==> src/rtl/frame_readout_ctrl_pkg.sv <==
// Shared definitions for the frame readout controller and its snapshot buffer.
// Holds the state encoding, slot count, the slot-to-bank-address map and the
// bank address constants that the decoder/multiplex block also uses.
package frame_readout_ctrl_pkg;

    localparam int unsigned NUM_SLOTS = 13;
    localparam logic [3:0]  LAST_SLOT = 4'(NUM_SLOTS - 1);
    localparam logic [3:0]  PARK_ADDR = 4'd15;

    // Bank layout of the decoded-frame register bank.
    localparam logic [3:0] ADDR_THERM_ID_FIRST  = 4'd0;
    localparam logic [3:0] ADDR_THERM_ID_LAST   = 4'd3;
    localparam logic [3:0] ADDR_ROOM_TEMP_FIRST = 4'd4;
    localparam logic [3:0] ADDR_ROOM_TEMP_LAST  = 4'd5;
    localparam logic [3:0] ADDR_SET_TEMP_FIRST  = 4'd6;
    localparam logic [3:0] ADDR_SET_TEMP_LAST   = 4'd7;
    localparam logic [3:0] ADDR_STATE           = 4'd8;
    localparam logic [3:0] ADDR_TAIL_FIRST      = 4'd9;
    localparam logic [3:0] ADDR_TAIL_LAST       = 4'd11;
    localparam logic [3:0] ADDR_VALIDATION      = 4'd15;

    typedef logic [1:0] state_t;

    localparam state_t StIdle    = 2'd0;
    localparam state_t StCapture = 2'd1;
    localparam state_t StReady   = 2'd2;

    // Slots 0..11 map straight onto the bank; the last slot holds the validation byte.
    function automatic logic [3:0] slot_addr(input logic [3:0] slot);
        return (slot < LAST_SLOT) ? slot : ADDR_VALIDATION;
    endfunction

endpackage

==> src/rtl/frame_readout_ctrl_if.sv <==
// Bus between the readout controller, the multiplex block and the host pins.
//   master: the controller (drives mux_address and all host-facing outputs)
//   slave : the surrounding logic (drives frame_valid, mux_data and host strobes)
interface frame_readout_ctrl_if;

    logic       frame_valid;
    logic [3:0] mux_address;
    logic [7:0] mux_data;
    logic       host_read;
    logic       host_rewind;
    logic [7:0] host_data;
    logic       host_ready;
    logic [3:0] rd_ptr;
    logic       overrun;
    logic [3:0] frame_count;

    modport master (
        input  frame_valid, mux_data, host_read, host_rewind,
        output mux_address, host_data, host_ready, rd_ptr, overrun, frame_count
    );

    modport slave (
        output frame_valid, mux_data, host_read, host_rewind,
        input  mux_address, host_data, host_ready, rd_ptr, overrun, frame_count
    );

endinterface

==> src/rtl/frame_snapshot_buf.sv <==
// 13 x 8 snapshot register file: one synchronous write port, one combinational
// read port. Contents are not reset; they are always rewritten before use.
//   clock   : system clock
//   wr_en   : write strobe
//   wr_slot : write slot 0..12
//   wr_data : write byte
//   rd_slot : read slot 0..12
//   rd_data : byte stored at rd_slot (0 for unreachable slots)
module frame_snapshot_buf
    import frame_readout_ctrl_pkg::*;
(
    input  logic       clock,
    input  logic       wr_en,
    input  logic [3:0] wr_slot,
    input  logic [7:0] wr_data,
    input  logic [3:0] rd_slot,
    output logic [7:0] rd_data
);

    logic [7:0] mem [NUM_SLOTS];

    always_ff @(posedge clock) begin
        if (wr_en) begin
            mem[wr_slot] <= wr_data;
        end
    end

    assign rd_data = (rd_slot <= LAST_SLOT) ? mem[rd_slot] : 8'h00;

endmodule

==> src/rtl/frame_readout_ctrl.sv <==
// Frame readout controller. On each rising edge of frame_valid it walks the
// decoded-frame bank and copies 13 bytes into a snapshot buffer, then lets the
// host drain the snapshot through a read/rewind strobe pair with an
// auto-incrementing pointer. Frames arriving while a snapshot is pending are
// dropped and flagged with the sticky overrun bit.
//   clock   : system clock
//   reset_n : asynchronous active-low reset
//   bus     : master side of frame_readout_ctrl_if (mux and host signals)
module frame_readout_ctrl
    import frame_readout_ctrl_pkg::*;
(
    input  logic                 clock,
    input  logic                 reset_n,
    frame_readout_ctrl_if.master bus
);

    state_t     state_q, state_d;
    logic       vld_q;
    logic       start;
    logic [3:0] slot_q, slot_d;
    logic [3:0] rd_ptr_q, rd_ptr_d;
    logic [3:0] frame_count_q, frame_count_d;
    logic       overrun_q, overrun_d;
    logic       buf_we;
    logic [7:0] buf_rdata;

    assign start = bus.frame_valid & ~vld_q;

    always_comb begin
        state_d       = state_q;
        slot_d        = slot_q;
        rd_ptr_d      = rd_ptr_q;
        frame_count_d = frame_count_q;
        overrun_d     = overrun_q;
        buf_we        = 1'b0;

        // Rewind clears overrun in every state.
        if (bus.host_rewind) begin
            overrun_d = 1'b0;
        end

        case (state_q)
            StIdle: begin
                if (start) begin
                    state_d = StCapture;
                    slot_d  = 4'd0;
                end
            end
            StCapture: begin
                if (!bus.frame_valid) begin
                    state_d = StIdle;
                    slot_d  = 4'd0;
                end else begin
                    buf_we = 1'b1;
                    if (slot_q == LAST_SLOT) begin
                        state_d       = StReady;
                        slot_d        = 4'd0;
                        rd_ptr_d      = 4'd0;
                        frame_count_d = frame_count_q + 4'd1;
                    end else begin
                        slot_d = slot_q + 4'd1;
                    end
                end
            end
            StReady: begin
                // A new frame cannot overwrite an unread snapshot; losing it wins over rewind.
                if (start) begin
                    overrun_d = 1'b1;
                end
                if (bus.host_rewind) begin
                    rd_ptr_d = 4'd0;
                end else if (bus.host_read) begin
                    if (rd_ptr_q == LAST_SLOT) begin
                        rd_ptr_d = 4'd0;
                        state_d  = StIdle;
                    end else begin
                        rd_ptr_d = rd_ptr_q + 4'd1;
                    end
                end
            end
            default: begin
                state_d = StIdle;
            end
        endcase
    end

    always_ff @(posedge clock or negedge reset_n) begin
        if (!reset_n) begin
            state_q       <= StIdle;
            vld_q         <= 1'b0;
            slot_q        <= 4'd0;
            rd_ptr_q      <= 4'd0;
            frame_count_q <= 4'd0;
            overrun_q     <= 1'b0;
        end else begin
            state_q       <= state_d;
            vld_q         <= bus.frame_valid;
            slot_q        <= slot_d;
            rd_ptr_q      <= rd_ptr_d;
            frame_count_q <= frame_count_d;
            overrun_q     <= overrun_d;
        end
    end

    frame_snapshot_buf u_snapshot_buf (
        .clock   (clock),
        .wr_en   (buf_we),
        .wr_slot (slot_q),
        .wr_data (bus.mux_data),
        .rd_slot (rd_ptr_q),
        .rd_data (buf_rdata)
    );

    assign bus.mux_address = (state_q == StCapture) ? slot_addr(slot_q) : PARK_ADDR;
    assign bus.host_data   = (state_q == StReady) ? buf_rdata : 8'h00;
    assign bus.host_ready  = (state_q == StReady);
    assign bus.rd_ptr      = rd_ptr_q;
    assign bus.overrun     = overrun_q;
    assign bus.frame_count = frame_count_q;

endmodule
==> src/flat_wrapper.sv <==
// flat-port wrapper written by rule: the top's interface ports become plain ports
module frame_readout_ctrl_flat import frame_readout_ctrl_pkg::*;
  (clock, reset_n, bus_frame_valid, bus_mux_data, bus_host_read, bus_host_rewind, bus_mux_address, bus_host_data, bus_host_ready, bus_rd_ptr, bus_overrun, bus_frame_count);
  frame_readout_ctrl_if bus_i ();
  input  logic clock;
  input  logic reset_n;
  input wire logic [$bits(bus_i.frame_valid)-1:0] bus_frame_valid;
  input wire logic [$bits(bus_i.mux_data)-1:0] bus_mux_data;
  input wire logic [$bits(bus_i.host_read)-1:0] bus_host_read;
  input wire logic [$bits(bus_i.host_rewind)-1:0] bus_host_rewind;
  output wire logic [$bits(bus_i.mux_address)-1:0] bus_mux_address;
  output wire logic [$bits(bus_i.host_data)-1:0] bus_host_data;
  output wire logic [$bits(bus_i.host_ready)-1:0] bus_host_ready;
  output wire logic [$bits(bus_i.rd_ptr)-1:0] bus_rd_ptr;
  output wire logic [$bits(bus_i.overrun)-1:0] bus_overrun;
  output wire logic [$bits(bus_i.frame_count)-1:0] bus_frame_count;
  assign bus_i.frame_valid = bus_frame_valid;
  assign bus_i.mux_data = bus_mux_data;
  assign bus_i.host_read = bus_host_read;
  assign bus_i.host_rewind = bus_host_rewind;
  assign bus_mux_address = bus_i.mux_address;
  assign bus_host_data = bus_i.host_data;
  assign bus_host_ready = bus_i.host_ready;
  assign bus_rd_ptr = bus_i.rd_ptr;
  assign bus_overrun = bus_i.overrun;
  assign bus_frame_count = bus_i.frame_count;
  frame_readout_ctrl u_core (.clock(clock), .reset_n(reset_n), .bus(bus_i));
endmodule
==> config.mk <==
export PLATFORM = sky130hd
export DESIGN_NAME = frame_readout_ctrl_flat
export DESIGN_NICKNAME = d
export VERILOG_FILES = /design/src/rtl/frame_readout_ctrl_pkg.sv /design/src/rtl/frame_readout_ctrl_if.sv /design/src/rtl/frame_snapshot_buf.sv /design/src/rtl/frame_readout_ctrl.sv /design/src/flat_wrapper.sv
export SDC_FILE = /design/constraint.sdc
export NUM_CORES = 1
export LEC_CHECK = 0
export CAP_MARGIN = 20
export CORE_ASPECT_RATIO = 2
export CORE_MARGIN = 2
export CORE_UTILIZATION = 40
export DETAILED_ROUTE_END_ITERATION = 16
export GPL_ROUTABILITY_DRIVEN = 1
export MAX_ROUTING_LAYER = met4
export PLACE_DENSITY_LB_ADDON = 0.25
export SLEW_MARGIN = 5
export SYNTH_ARGS = -nofsm -noshare
export SYNTH_HDL_FRONTEND = slang
export SYNTH_SLANG_ARGS = --single-unit
==> constraint.sdc <==
create_clock -name clock -period 2 [get_ports clock]
set_clock_uncertainty 0.15 [all_clocks]
set_input_delay 0.4 -clock clock [delete_from_list [all_inputs] [get_ports clock]]
set_output_delay 0.4 -clock clock [all_outputs]
set_load 0.02 [all_outputs]
==> out/results.txt <==
run status: finished with violations
violated checks: negative setup slack
Least-Margin Pin Slew: 480 ps
GR Util All Layers: 18.6%
Clk Latency, worst-skew pair: 400 ps
CTS clk-pin slew, worst paths: 60 ps
# nets final: 408
Ys Warns: 0
dpl cells: 502
Die X: 82.8 um
CP startpoint kind: register
setup slack after layout: -584 ps
Peak VDD IR: 0.000917 V
DR pass1 iterations: 4
largest net degree at the start of global routing: 17
mapped cell area: 0.00497 mm2
period utilization: 129%
Hold Buf Count CTS: 0
post-synthesis sequential area ratio: 70.9%
layout overhead on the synthesized area: 44.7%
initial core utilization: 41.0%
Max-cap violations: 0
share of layout cells above drive strength 1: 48.9%
CTS tree: yes
wire length per cell: 21.1 um
final slew viol count: 0
number of fill cells: 925
count of different cell masters after synthesis: 37
unrepaired setup endpoints after global routing: true
PortBufs: 34
Sink Count: 120
power per cell area: 1180 mW/mm2
worst hold path type: input port to async pin
Synth Instances: 275
worst reg2reg path depth: 9
IO Pins: 35
Leak: 0.00254 uW
synthesized flop and latch total: 120
Synth Area per Inst: 18.1 um2
Detail Route Antenna Nets: 0
GPL Wtd Cong: 0.803
Core ar.: 0.0121 mm2
antenna cells: 0
via/cell ratio: 5.40
CP endpoint kind: output pin
# rows: 57
Syn Nets: 299
worst-path fanout max: 5
Max Fclk: 0.387 GHz
global-route wire length before repair: 17.8 mm
final core occ: 59.3%
Post-synth EDFFs: 104
final setup violation count: 16
Fin. Hold Viols: 0
Worst R2R End: u_core.state_q[0]
DR DRC count: 0
CP required: 1450 ps
Overflow after GRT: 0
via count: 2,939
WS Path Type: register to output pin
Worst EP arrival: 2030 ps
die area: 0.0134 mm2
Overall Power: 8510 uW
vias in the first global route: 3,160
initial drt markers: 273
die height: 162 um
Clk Tree Root Cell: clkbuf_16
FF-to-FF Start: u_core.bus.rd_ptr[0]
dpl hpwl: 8.05 mm
H-tree depth: 4
antenna violations before repair: 0
Synth async-reset ratio: 13.3%
Num CTS Buffers: 17
Most used DFF post-synth: edfxtp_1
FF-to-FF setup slack: -160 ps
min Tclk post-route: 2580 ps
Worst slew margin: 67.9%
final wirelength: 11.5 mm
Bufs on Longest Clock Path: 2
Non-Filler Instances: 544
## per-layer routing
metal  routed length, um  global-route usage, %
met1                3980                   18.5
met4                 114                   7.38
met3                 449                   3.78
met2                6960                   35.0
met5                   0                      -
## worst max path at each step
stage	from	end	slack, ps	cells past startpoint
after floorplan	u_core.bus.rd_ptr[0]	bus_host_data[0]	-80	5
after global placement	u_core.bus.rd_ptr[0]	bus_host_data[5]	-520	5
after detailed placement	u_core.bus.rd_ptr[0]	bus_host_data[4]	-540	5
after CTS	u_core.bus.rd_ptr[0]	bus_host_data[6]	-610	7
after global routing	u_core.bus.rd_ptr[0]	bus_host_data[6]	-650	7
final	u_core.bus.rd_ptr[0]	bus_host_data[6]	-580	7
## synthesized netlist by cell type, drive strengths merged (3+ instances only)
cell type	n	share of area (%)
o21ai	11	1.1
o22ai	8	1.0
nor3b	3	0.45
nand2	12	0.91
inv	10	0.76
buf	8	1.1
nand3	3	0.30
ha	11	2.8
o31ai	3	0.55
edfxtp	104	63
dfrtp	16	8.1
mux4	24	11
nor2b	3	0.38
nand2b	7	0.88
nor2	4	0.30
and2	4	0.50
mux2i	10	2.0
a211oi	8	1.2
and3	8	1.0
## layout by cell type, fill, tap and decap left out, types with 3 or more instances in the layout
| master | count |
|---|---|
| a211oi_4 | 7 |
| and2_4 | 4 |
| and3_1 | 6 |
| buf_12 | 15 |
| buf_4 | 31 |
| buf_6 | 31 |
| clkbuf_16 | 17 |
| clkdlybuf4s50_1 | 15 |
| clkinv_4 | 3 |
| clkinvlp_4 | 5 |
| dfrtp_1 | 12 |
| dfrtp_2 | 4 |
| edfxtp_1 | 104 |
| ha_1 | 8 |
| ha_4 | 3 |
| inv_1 | 7 |
| mux2i_1 | 3 |
| mux2i_2 | 3 |
| mux2i_4 | 4 |
| mux4_2 | 24 |
| nand2_1 | 8 |
| nand2_4 | 3 |
| nand2b_1 | 6 |
| nand3_1 | 3 |
| o21ai_0 | 8 |
| o22ai_4 | 7 |
## area by class of cell
type                            count  area, um2  share of cell area [%]
Tap cell                          147        184                    2.56
Clock buffer                       18        429                    5.97
Inverter                           10       40.0                   0.557
Clock inverter                     14        151                    2.11
Multi-Input combinational cell    135       1740                    24.2
Timing Repair Buffer              100       1120                    15.6
Sequential cell                   120       3530                    49.1
## state kept, by name (all words and copies together), names as in the netlist
signal,cells
u_core.bus.overrun,1
u_core.vld_q,1
u_core.bus.rd_ptr,4
u_core.slot_q,4
u_core.bus.frame_count,4
u_core.u_snapshot_buf.mem,104
u_core.state_q,2
## per-stage QoR
step	setup TNS (ps)	setup slack, ps	hold slack [ps]	instance area [um2]
after detailed placement	-26570	-543	321	6210
final	-5040	-584	170	7190
after global placement	-24250	-520	312	6210
after floorplan	-689	-80.3	-45.6	5180
after global routing	-7940	-654	217	7190
after CTS	-4970	-607	162	7050
## logic make-up (layout without fill, tap and decap cells)
kind of cell	after synthesis	in the layout	synth area share [%]
AO/OA/AOI/OAI	32	32	4.36
XOR/XNOR	3	3	0.529
adder cells (fa/ha/maj)	11	11	2.77
buffers and inverters	20	142	1.99
flip-flops	120	120	70.9
multiplexers	36	36	13.4
AND/OR/NAND/NOR	53	53	6.04
## critical path, stage by stage, from the launching register on
cell	delay, ps
dfrtp_2	420
buf_12	120
buf_8	120
buf_6	100
mux4_2	520
o22ai_2	130
a211oi_2	50
buf_4	160
## repair_timing
item | in CTS | in global routing
gates resized for setup | 122 | 39
setup buffers | 7 | 5
gates cloned | 1 | 0
pin swaps | 11 | 14
setup endpoints to repair | 113 | 105
## power breakdown
group	internal, uW	total (uW)	switching (uW)
clock	1840	2930	1090
combinational	1480	2680	1200
sequential	2840	2900	57.8
Note: power is estimated with default switching activity, not from simulation.
